## config.mk

```make
export PLATFORM = sky130hd
export DESIGN_NAME = access_address_sync
export DESIGN_NICKNAME = d
export VERILOG_FILES = /design/src/rtl/access_address_sync.sv
export SDC_FILE = /design/constraint.sdc
export NUM_CORES = 1
export LEC_CHECK = 0
export ABC_AREA = 1
export BUFFER_PORTS_ARGS = -buffer_cell sky130_fd_sc_hd__clkbuf_2
export CORE_MARGIN = 2
export CORE_UTILIZATION = 35
export CTS_CLUSTER_DIAMETER = 200
export DETAILED_ROUTE_END_ITERATION = 12
export PLACE_DENSITY_LB_ADDON = 0.25
export SLEW_MARGIN = 30
export SYNTH_ARGS = -nofsm -noshare
export SYNTH_HDL_FRONTEND = slang
export SYNTH_SLANG_ARGS = --single-unit
```

## constraint.sdc

```tcl
create_clock -name clk -period 5.9 [get_ports clk]
set_input_delay 0.59 -clock clk [delete_from_list [all_inputs] [get_ports clk]]
set_output_delay 0.59 -clock clk [all_outputs]
set_load 0.02 [all_outputs]
```

## src/rtl/access_address_sync.sv

```systemverilog
// BLE access-address synchroniser: locks symbol timing on a preamble strobe, correlates the
// access address, then streams the following PDU/CRC bits one strobe per bit.
module access_address_sync #(
   parameter int unsigned SAMPLE_RATE     = 16,
   parameter int unsigned AA_LEN          = 32,
   parameter int unsigned MAX_AA_ERRORS   = 0,
   parameter int unsigned MAX_STREAM_BITS = 2080
) (
   input  logic              clk,
   input  logic              resetn,
   input  logic              en,
   input  logic              data_bit,
   input  logic              preamble_detected,
   input  logic [AA_LEN-1:0] access_address,
   input  logic              abort,
   output logic              bit_out,
   output logic              bit_valid,
   output logic              aa_matched,
   output logic              aa_failed,
   output logic              packet_done,
   output logic              busy
);

   localparam int unsigned PH_W    = $clog2(SAMPLE_RATE);
   localparam int unsigned CNT_MAX = (MAX_STREAM_BITS > AA_LEN) ? MAX_STREAM_BITS : AA_LEN;
   localparam int unsigned CNT_W   = $clog2(CNT_MAX + 1);
   localparam int unsigned ERR_W   = $clog2(AA_LEN + 1);

   // phase_cnt is cleared on the detect cycle, so enabled-cycle index k sees phase (k-1) mod SR
   localparam logic [PH_W-1:0]  PH_SAMPLE   = PH_W'(SAMPLE_RATE / 2 - 1);
   localparam logic [PH_W-1:0]  PH_LAST     = PH_W'(SAMPLE_RATE - 1);
   localparam logic [CNT_W-1:0] AA_LAST     = CNT_W'(AA_LEN - 1);
   localparam logic [CNT_W-1:0] STREAM_LAST = CNT_W'(MAX_STREAM_BITS - 1);
   localparam logic [ERR_W-1:0] ERR_LIMIT   = ERR_W'(MAX_AA_ERRORS);

   typedef enum logic [1:0] {IDLE, AA_SHIFT, STREAM} state_t;

   state_t            r_state, w_state_d;
   logic [PH_W-1:0]   r_phase_cnt, w_phase_cnt_d;
   logic [CNT_W-1:0]  r_bit_cnt, w_bit_cnt_d;
   logic [AA_LEN-1:0] r_aa_sr, w_aa_sr_d;
   logic              r_bit_out, w_bit_out_d;
   logic              r_bit_valid, w_bit_valid_d;
   logic              r_aa_matched, w_aa_matched_d;
   logic              r_aa_failed, w_aa_failed_d;
   logic              r_packet_done, w_packet_done_d;

   logic              w_sample;
   logic [PH_W-1:0]   w_phase_inc;
   logic [AA_LEN-1:0] w_aa_shifted;
   logic [ERR_W-1:0]  w_err_cnt;

   always_comb begin
      w_sample     = en && (r_phase_cnt == PH_SAMPLE);
      w_phase_inc  = (r_phase_cnt == PH_LAST) ? '0 : r_phase_cnt + PH_W'(1);
      w_aa_shifted = {data_bit, r_aa_sr[AA_LEN-1:1]};
   end

   always_comb begin
      w_err_cnt = '0;
      for (int i = 0; i < AA_LEN; i++) begin
         w_err_cnt = w_err_cnt + ERR_W'(w_aa_shifted[i] ^ access_address[i]);
      end
   end

   always_comb begin
      w_state_d       = r_state;
      w_phase_cnt_d   = r_phase_cnt;
      w_bit_cnt_d     = r_bit_cnt;
      w_aa_sr_d       = r_aa_sr;
      w_bit_out_d     = r_bit_out;
      w_bit_valid_d   = 1'b0;
      w_aa_matched_d  = 1'b0;
      w_aa_failed_d   = 1'b0;
      w_packet_done_d = 1'b0;

      unique case (r_state)
         IDLE: begin
            if (en && preamble_detected) begin
               w_state_d     = AA_SHIFT;
               w_phase_cnt_d = '0;
               w_bit_cnt_d   = '0;
            end
         end

         AA_SHIFT: begin
            if (abort) begin
               w_state_d     = IDLE;
               w_phase_cnt_d = '0;
               w_bit_cnt_d   = '0;
            end else if (en) begin
               w_phase_cnt_d = w_phase_inc;
               if (w_sample) begin
                  w_aa_sr_d = w_aa_shifted;
                  if (r_bit_cnt == AA_LAST) begin
                     w_bit_cnt_d = '0;
                     if (w_err_cnt <= ERR_LIMIT) begin
                        w_aa_matched_d = 1'b1;
                        w_state_d      = STREAM;
                     end else begin
                        w_aa_failed_d = 1'b1;
                        w_state_d     = IDLE;
                        w_phase_cnt_d = '0;
                     end
                  end else begin
                     w_bit_cnt_d = r_bit_cnt + CNT_W'(1);
                  end
               end
            end
         end

         STREAM: begin
            if (abort) begin
               w_state_d     = IDLE;
               w_phase_cnt_d = '0;
               w_bit_cnt_d   = '0;
            end else if (en) begin
               w_phase_cnt_d = w_phase_inc;
               if (w_sample) begin
                  w_bit_out_d   = data_bit;
                  w_bit_valid_d = 1'b1;
                  if (r_bit_cnt == STREAM_LAST) begin
                     w_packet_done_d = 1'b1;
                     w_state_d       = IDLE;
                     w_phase_cnt_d   = '0;
                     w_bit_cnt_d     = '0;
                  end else begin
                     w_bit_cnt_d = r_bit_cnt + CNT_W'(1);
                  end
               end
            end
         end

         default: w_state_d = IDLE;
      endcase
   end

   always_ff @(posedge clk or negedge resetn) begin
      if (!resetn) begin
         r_state       <= IDLE;
         r_phase_cnt   <= '0;
         r_bit_cnt     <= '0;
         r_aa_sr       <= '0;
         r_bit_out     <= 1'b0;
         r_bit_valid   <= 1'b0;
         r_aa_matched  <= 1'b0;
         r_aa_failed   <= 1'b0;
         r_packet_done <= 1'b0;
      end else begin
         r_state       <= w_state_d;
         r_phase_cnt   <= w_phase_cnt_d;
         r_bit_cnt     <= w_bit_cnt_d;
         r_aa_sr       <= w_aa_sr_d;
         r_bit_out     <= w_bit_out_d;
         r_bit_valid   <= w_bit_valid_d;
         r_aa_matched  <= w_aa_matched_d;
         r_aa_failed   <= w_aa_failed_d;
         r_packet_done <= w_packet_done_d;
      end
   end

   assign bit_out     = r_bit_out;
   assign bit_valid   = r_bit_valid;
   assign aa_matched  = r_aa_matched;
   assign aa_failed   = r_aa_failed;
   assign packet_done = r_packet_done;
   assign busy        = (r_state != IDLE);

endmodule

```

==> impl_metrics.env, run 1 <==
export IMPL_status="finished, final reports clean"
export IMPL_rows=36
export IMPL_clk_pin_slew_worst_paths_ns=0.11
export IMPL_num_nets_final=539
export IMPL_dpl_hpwl_um=5790
export IMPL_grt_pass1_wl_um=13170
export IMPL_initial_core_util=0.3640
export IMPL_path_class="flop to flop"
export IMPL_p_leak_nw=2.030
export IMPL_syn_area_per_cell_um2=8.530
export IMPL_peakVddDrop_mv=0.1606
export IMPL_syn_area_um2=3591
export IMPL_post_synth_top_count_cell="nand2_1"
export IMPL_powerDensity_nw_per_um2=322.6
export IMPL_cts_tree="built"
export IMPL_fin_crit_ns=5.292
export IMPL_grt_pass1_vias=2810
export IMPL_first_iter_violations=123
export IMPL_tns_ns=0
export IMPL_dp_worst_setup_slack_ns=0.3107
export IMPL_h_tree_depth=2
export IMPL_relSlewSlack=0.4979
export IMPL_area_delta_synth_final_pct=11.88
export IMPL_gp_congestion=0.8266
export IMPL_avgRoutedWirePerCell_um=12.68
export IMPL_ys_seq_elements=54
export IMPL_end_kind="flop"
export IMPL_routed_wl_um=7568
export IMPL_required_ns=6.16
export IMPL_tightest_slew_ns=0.7514
export IMPL_synthTopCellsByArea="dfrtp_1 38%, nand2_1 15%, fa_1 13%"
export IMPL_clock_latency_ns=0.31
export IMPL_clk_path_buf_depth=2
export IMPL_cts_root_buf="clkbuf_8"
export IMPL_synth_largest_area_cell="dfrtp_1"
export IMPL_final_hold_viol_count=0
export IMPL_rsz0062_at_grt="false"
export IMPL_drcViolationCount=0
export IMPL_clock_sinks=54
export IMPL_cp_max_fo=3
export IMPL_hold_class="primary input to async pin"
export IMPL_cp_arrival_ns=5.55
export IMPL_ys_types=30
export IMPL_ctsResizeCount=0
export IMPL_fmax_mhz=189.0
export IMPL_synth_commonest_cells="148 x nand2_1, 54 x dfrtp_1, 45 x inv_1"
export IMPL_fp_dieH_um=105.3
export IMPL_post_cts_setup_buffers=0
export IMPL_antenna_found_initial=0
export IMPL_synth_flop_cell="dfrtp_1"
export IMPL_grt_overflow=0
export IMPL_n_antenna_cell=0
export IMPL_seq_area_frac_synth=0.3763
export IMPL_drive_gt1_frac=0.1552
export IMPL_synth_net_count=496
export IMPL_avgViaCountPerCell=4.492
export IMPL_numCtsBuffers=5
export IMPL_grt_total_usage=0.1482
export IMPL_ant_nets=0
export IMPL_fin_skew_ns=0.009861
export IMPL_yosysTopAreaCellShare=0.3763
export IMPL_vias=2682
export IMPL_ys_warn_count=0
export IMPL_io_buffer_count=43
export IMPL_netlist_instances=421
export IMPL_worst_slack_ns=0.6081
export IMPL_coreArea_um2=9864
export IMPL_die_area_um2=11090
export IMPL_io_pins=44
export IMPL_critPathLaunchType="flop"
export IMPL_grt_max_degree=55
export IMPL_ctsHoldBuffers=0
export IMPL_slew_viol_final=0
export IMPL_max_cap_violations=0
export IMPL_period_share=0.8969
export IMPL_synth_edf_count=0
export IMPL_async_flop_share=1.000
export IMPL_setup_violations=0
export IMPL_dieWidth_um=105.3
export IMPL_firstDrtPassIters=5
[per-layer routing]
metal  share of wire  up-vias  track usage  routed length (um)
li1                -     1372            -                   -
met1            0.47     1251       0.1900                3530
met2            0.49       51       0.2562                3678
met3           0.035        8      0.02845                 263
met4           0.012        0      0.03810                  94
met5               0        -            0                   0
[power breakdown]
part	internal, mW	total, mW	switching, mW	leakage, nW
combinational	0.264	0.690	0.426	1.25
sequential	0.381	0.394	0.0125	0.742
clock	0.0816	0.212	0.131	0.0362
total	0.727	1.30	0.569	2.03
[cell usage in the layout, fill, tap and decap left out]
cell type / instances
o22ai_1: 1
clkinvlp_4: 2
clkbuf_8: 5
o21ai_1: 8
nand2_1: 148
nand2_2: 3
inv_1: 45
nand3_2: 1
inv_4: 1
ha_1: 13
nor2_1: 22
nor2_4: 2
xor2_1: 4
inv_2: 4
nand4_1: 1
nand2_8: 1
fa_1: 24
nand2_4: 3
clkbuf_2: 43
xnor2_1: 31
a21oi_1: 6
a21boi_0: 1
nor3_1: 2
dfrtp_1: 54
nand3_1: 23
a21oi_2: 1
nand3b_1: 1
nor2_2: 4
buf_4: 1
nor3_2: 1
o21ai_0: 7
o2111ai_1: 1
[metrics by stage]
stage                     instance area [um^2]  cells  hold WS, ns  power (mW)  utilization
after floorplan                           3591    421       0.2944      0.9384            -
after detailed placement                  3934    590       0.4960       1.102       0.3988
after CTS                                 4018    597       0.4249       1.318       0.4073
after global placement                    3934    590       0.4915       1.085       0.3988
after global routing                      4018    597       0.4544       1.461       0.4073
final                                     4018    597       0.3923       1.296       0.4073
[flip-flops by register name (all words and copies together), names as in the netlist]
signal / flops
bit_valid: 1
r_state: 2
r_aa_sr: 31
bit_out: 1
r_phase_cnt: 4
aa_matched: 1
aa_failed: 1
r_bit_cnt: 12
packet_done: 1
[final cells by class]
class	instances	area [um^2]
Fill cell	1000	5847
Multi-Input combinational cell	309	2003
Sequential cell	54	1351
Timing Repair Buffer	44	222.7
Inverter	50	190.2
Tap cell	133	166.4
Clock buffer	5	68.82
Clock inverter	2	15.01
[cell families after synthesis]
group,count (synthesis),synth area share
buf+inv,58,0.06585
simple gates,212,0.2554
compound gates,25,0.03798
xor+xnor,35,0.08536
flops,54,0.3763
fa+ha+maj,37,0.1791
[path summary, 6_finish.rpt]
path / slack, ns / cells past startpoint / to / start
max in group asynchronous: 5.01 / 2 / r_phase_cnt[3] / resetn
worst max register to register: 0.61 / 17 / r_state[1] / r_aa_sr[4]
worst min register to register: 0.52 / 2 / r_aa_sr[25] / r_aa_sr[26]
worst max-delay path: 0.61 / 17 / r_state[1] / r_aa_sr[4]
worst min-delay path: 0.39 / 2 / r_aa_sr[4] / resetn
min in group clk: 0.52 / 2 / r_aa_sr[25] / r_aa_sr[26]
[critical path: stages, from the launching register on]
cell and delay [ns]:
dfrtp_1 0.42, xnor2_1 0.19, fa_1 0.48, fa_1 0.53, fa_1 0.52, fa_1 0.52, fa_1 0.53, fa_1 0.56
inv_1 0.04, ha_1 0.22, fa_1 0.43, nor2_1 0.15, nand2_1 0.07, nor2_1 0.19, nand2_1 0.10, nor3_1 0.14
nand3_1 0.09, nand2_1 0.06
No activity file was read; power rests on OpenSTA's default activity.
==> run 2, diff against run 1 <==
CELL_PAD_IN_SITES_DETAIL_PLACEMENT = 1   (was unset)
CELL_PAD_IN_SITES_GLOBAL_PLACEMENT = 1   (was unset)
CTS_BUF_LIST = sky130_fd_sc_hd__clkbuf_8   (was unset)
==> impl_metrics.env, run 2 (synthesis results as in run 1) <==
export IMPL_slew_viol_final=0
export IMPL_firstDrtPassIters=6
export IMPL_ctsHoldBuffers=0
export IMPL_cp_top_family="adder cells"
export IMPL_rsz0062_at_grt="false"
export IMPL_grt_pass1_wl_um=14510
export IMPL_fmax_mhz=187.6
export IMPL_clk_path_buf_depth=2
export IMPL_post_cts_setup_buffers=0
export IMPL_die_area_um2=11090
export IMPL_critical_path_slowest_cell="fa_1"
export IMPL_path_buf_inv=1
export IMPL_p_leak_nw=2.035
export IMPL_n_antenna_cell=0
export IMPL_grt_pass1_vias=3000
export IMPL_dpl_hpwl_um=6538
export IMPL_fp_dieH_um=105.3
export IMPL_cp_arrival_ns=5.59
export IMPL_vias=2763
export IMPL_path_class="flop to flop"
export IMPL_critPathLaunchType="flop"
export IMPL_dp_worst_setup_slack_ns=0.2321
export IMPL_tightest_slew_ns=0.7487
export IMPL_clock_sinks=54
export IMPL_final_cell_mix="148 x nand2_1, 54 x dfrtp_1, 46 x inv_1, 43 x clkbuf_2, 31 x xnor2_1"
export IMPL_path_common_cell="fa_1"
export IMPL_design_area_um2=4014
export IMPL_crit_path_max_incr_delay_ns=0.56
export IMPL_avgRoutedWirePerCell_um=13.93
export IMPL_layout_commonest_cell="nand2_1"
export IMPL_setup_violations=0
export IMPL_num_nets_final=539
export IMPL_max_cap_violations=0
export IMPL_routed_wl_um=8318
export IMPL_cts_root_buf="clkbuf_8"
export IMPL_rows=36
export IMPL_dieWidth_um=105.3
export IMPL_largestRegisters="r_aa_sr (31), r_bit_cnt (12), r_phase_cnt (4)"
export IMPL_h_tree_depth=2
export IMPL_cts_tree="built"
export IMPL_status="finished, final reports clean"
export IMPL_largest_register="r_aa_sr"
export IMPL_initial_core_util=0.3640
export IMPL_cp_max_fo=3
export IMPL_grt_max_degree=55
export IMPL_grt_total_usage=0.1628
export IMPL_crit_chain="xnor2_1 -> fa_1 -> fa_1 -> fa_1 -> fa_1 -> fa_1 -> fa_1 -> inv_1 -> ha_1 -> fa_1 -> nor2_1 -> nand2_1 -> nor2_1 -> nand2_1 -> nor3_1 -> nand3_1 -> nand2_1"
export IMPL_clock_latency_ns=0.31
export IMPL_io_pins=44
export IMPL_dpl_cell_area_um2=3934
export IMPL_numCtsBuffers=5
export IMPL_grt_overflow=0
export IMPL_final_hold_viol_count=0
export IMPL_largest_register_ff_count=31
export IMPL_clk_pin_slew_worst_paths_ns=0.10
export IMPL_ctsResizeCount=0
export IMPL_tns_ns=0
export IMPL_required_ns=6.16
export IMPL_area_delta_synth_final_pct=11.78
export IMPL_avgViaCountPerCell=4.628
export IMPL_fin_skew_ns=0.008844
export IMPL_peakVddDrop_mv=0.1676
export IMPL_antenna_found_initial=0
export IMPL_powerDensity_nw_per_um2=325.3
export IMPL_io_buffer_count=43
export IMPL_end_kind="flop"
export IMPL_worst_slack_ns=0.5705
export IMPL_gp_congestion=0.8327
export IMPL_first_iter_violations=60
export IMPL_coreArea_um2=9864
export IMPL_period_share=0.9033
export IMPL_drcViolationCount=0
export IMPL_ant_nets=0
export IMPL_fin_crit_ns=5.329
export IMPL_relSlewSlack=0.4997
export IMPL_hold_class="primary input to async pin"
export IMPL_drive_gt1_frac=0.1530
[run 2: layout make-up]
type	count	area (um^2)
well taps	133	166.4
clock inverters	2	11.26
flip-flops and latches	54	1351
fillers	1176	5851
inverters	50	190.2
clock buffers	5	68.82
multi-input cells	309	2003
repair buffers	44	222.7
[run 2: layer usage]
layer | routed length, um | GRT usage | share of wire | vias up
li1 | - | - | - | 1363
met2 | 4167 | 0.2839 | 0.50 | 48
met5 | 0 | 0 | 0 | -
met4 | 92 | 0.04190 | 0.011 | 0
met1 | 3752 | 0.2123 | 0.45 | 1345
met3 | 306 | 0.02226 | 0.037 | 7
[run 2: final timing paths]
kind	to	cells after the start	slack (ns)	start
min in group clk	bit_out	2	0.52	bit_out
worst min register to register	bit_out	2	0.52	bit_out
worst max-delay path	r_state[1]	17	0.57	r_aa_sr[1]
max in group asynchronous	aa_failed	2	5.02	resetn
worst max register to register	r_state[1]	17	0.57	r_aa_sr[1]
worst min-delay path	r_aa_sr[2]	2	0.41	resetn
[run 2: metrics by stage]
stage | cells | util | total power [mW] | hold slack, ns
after floorplan | 421 | - | 0.9384 | 0.2944
after global placement | 590 | 0.3988 | 1.097 | 0.4863
after detailed placement | 590 | 0.3988 | 1.123 | 0.4977
after CTS | 597 | 0.4069 | 1.339 | 0.4385
after global routing | 597 | 0.4069 | 1.463 | 0.4797
final | 597 | 0.4069 | 1.306 | 0.4073
[run 2: power by group]
part | internal, mW | switching (mW)
Sequential | 0.381 | 0.0130
Clock | 0.0803 | 0.128
Combinational | 0.267 | 0.436
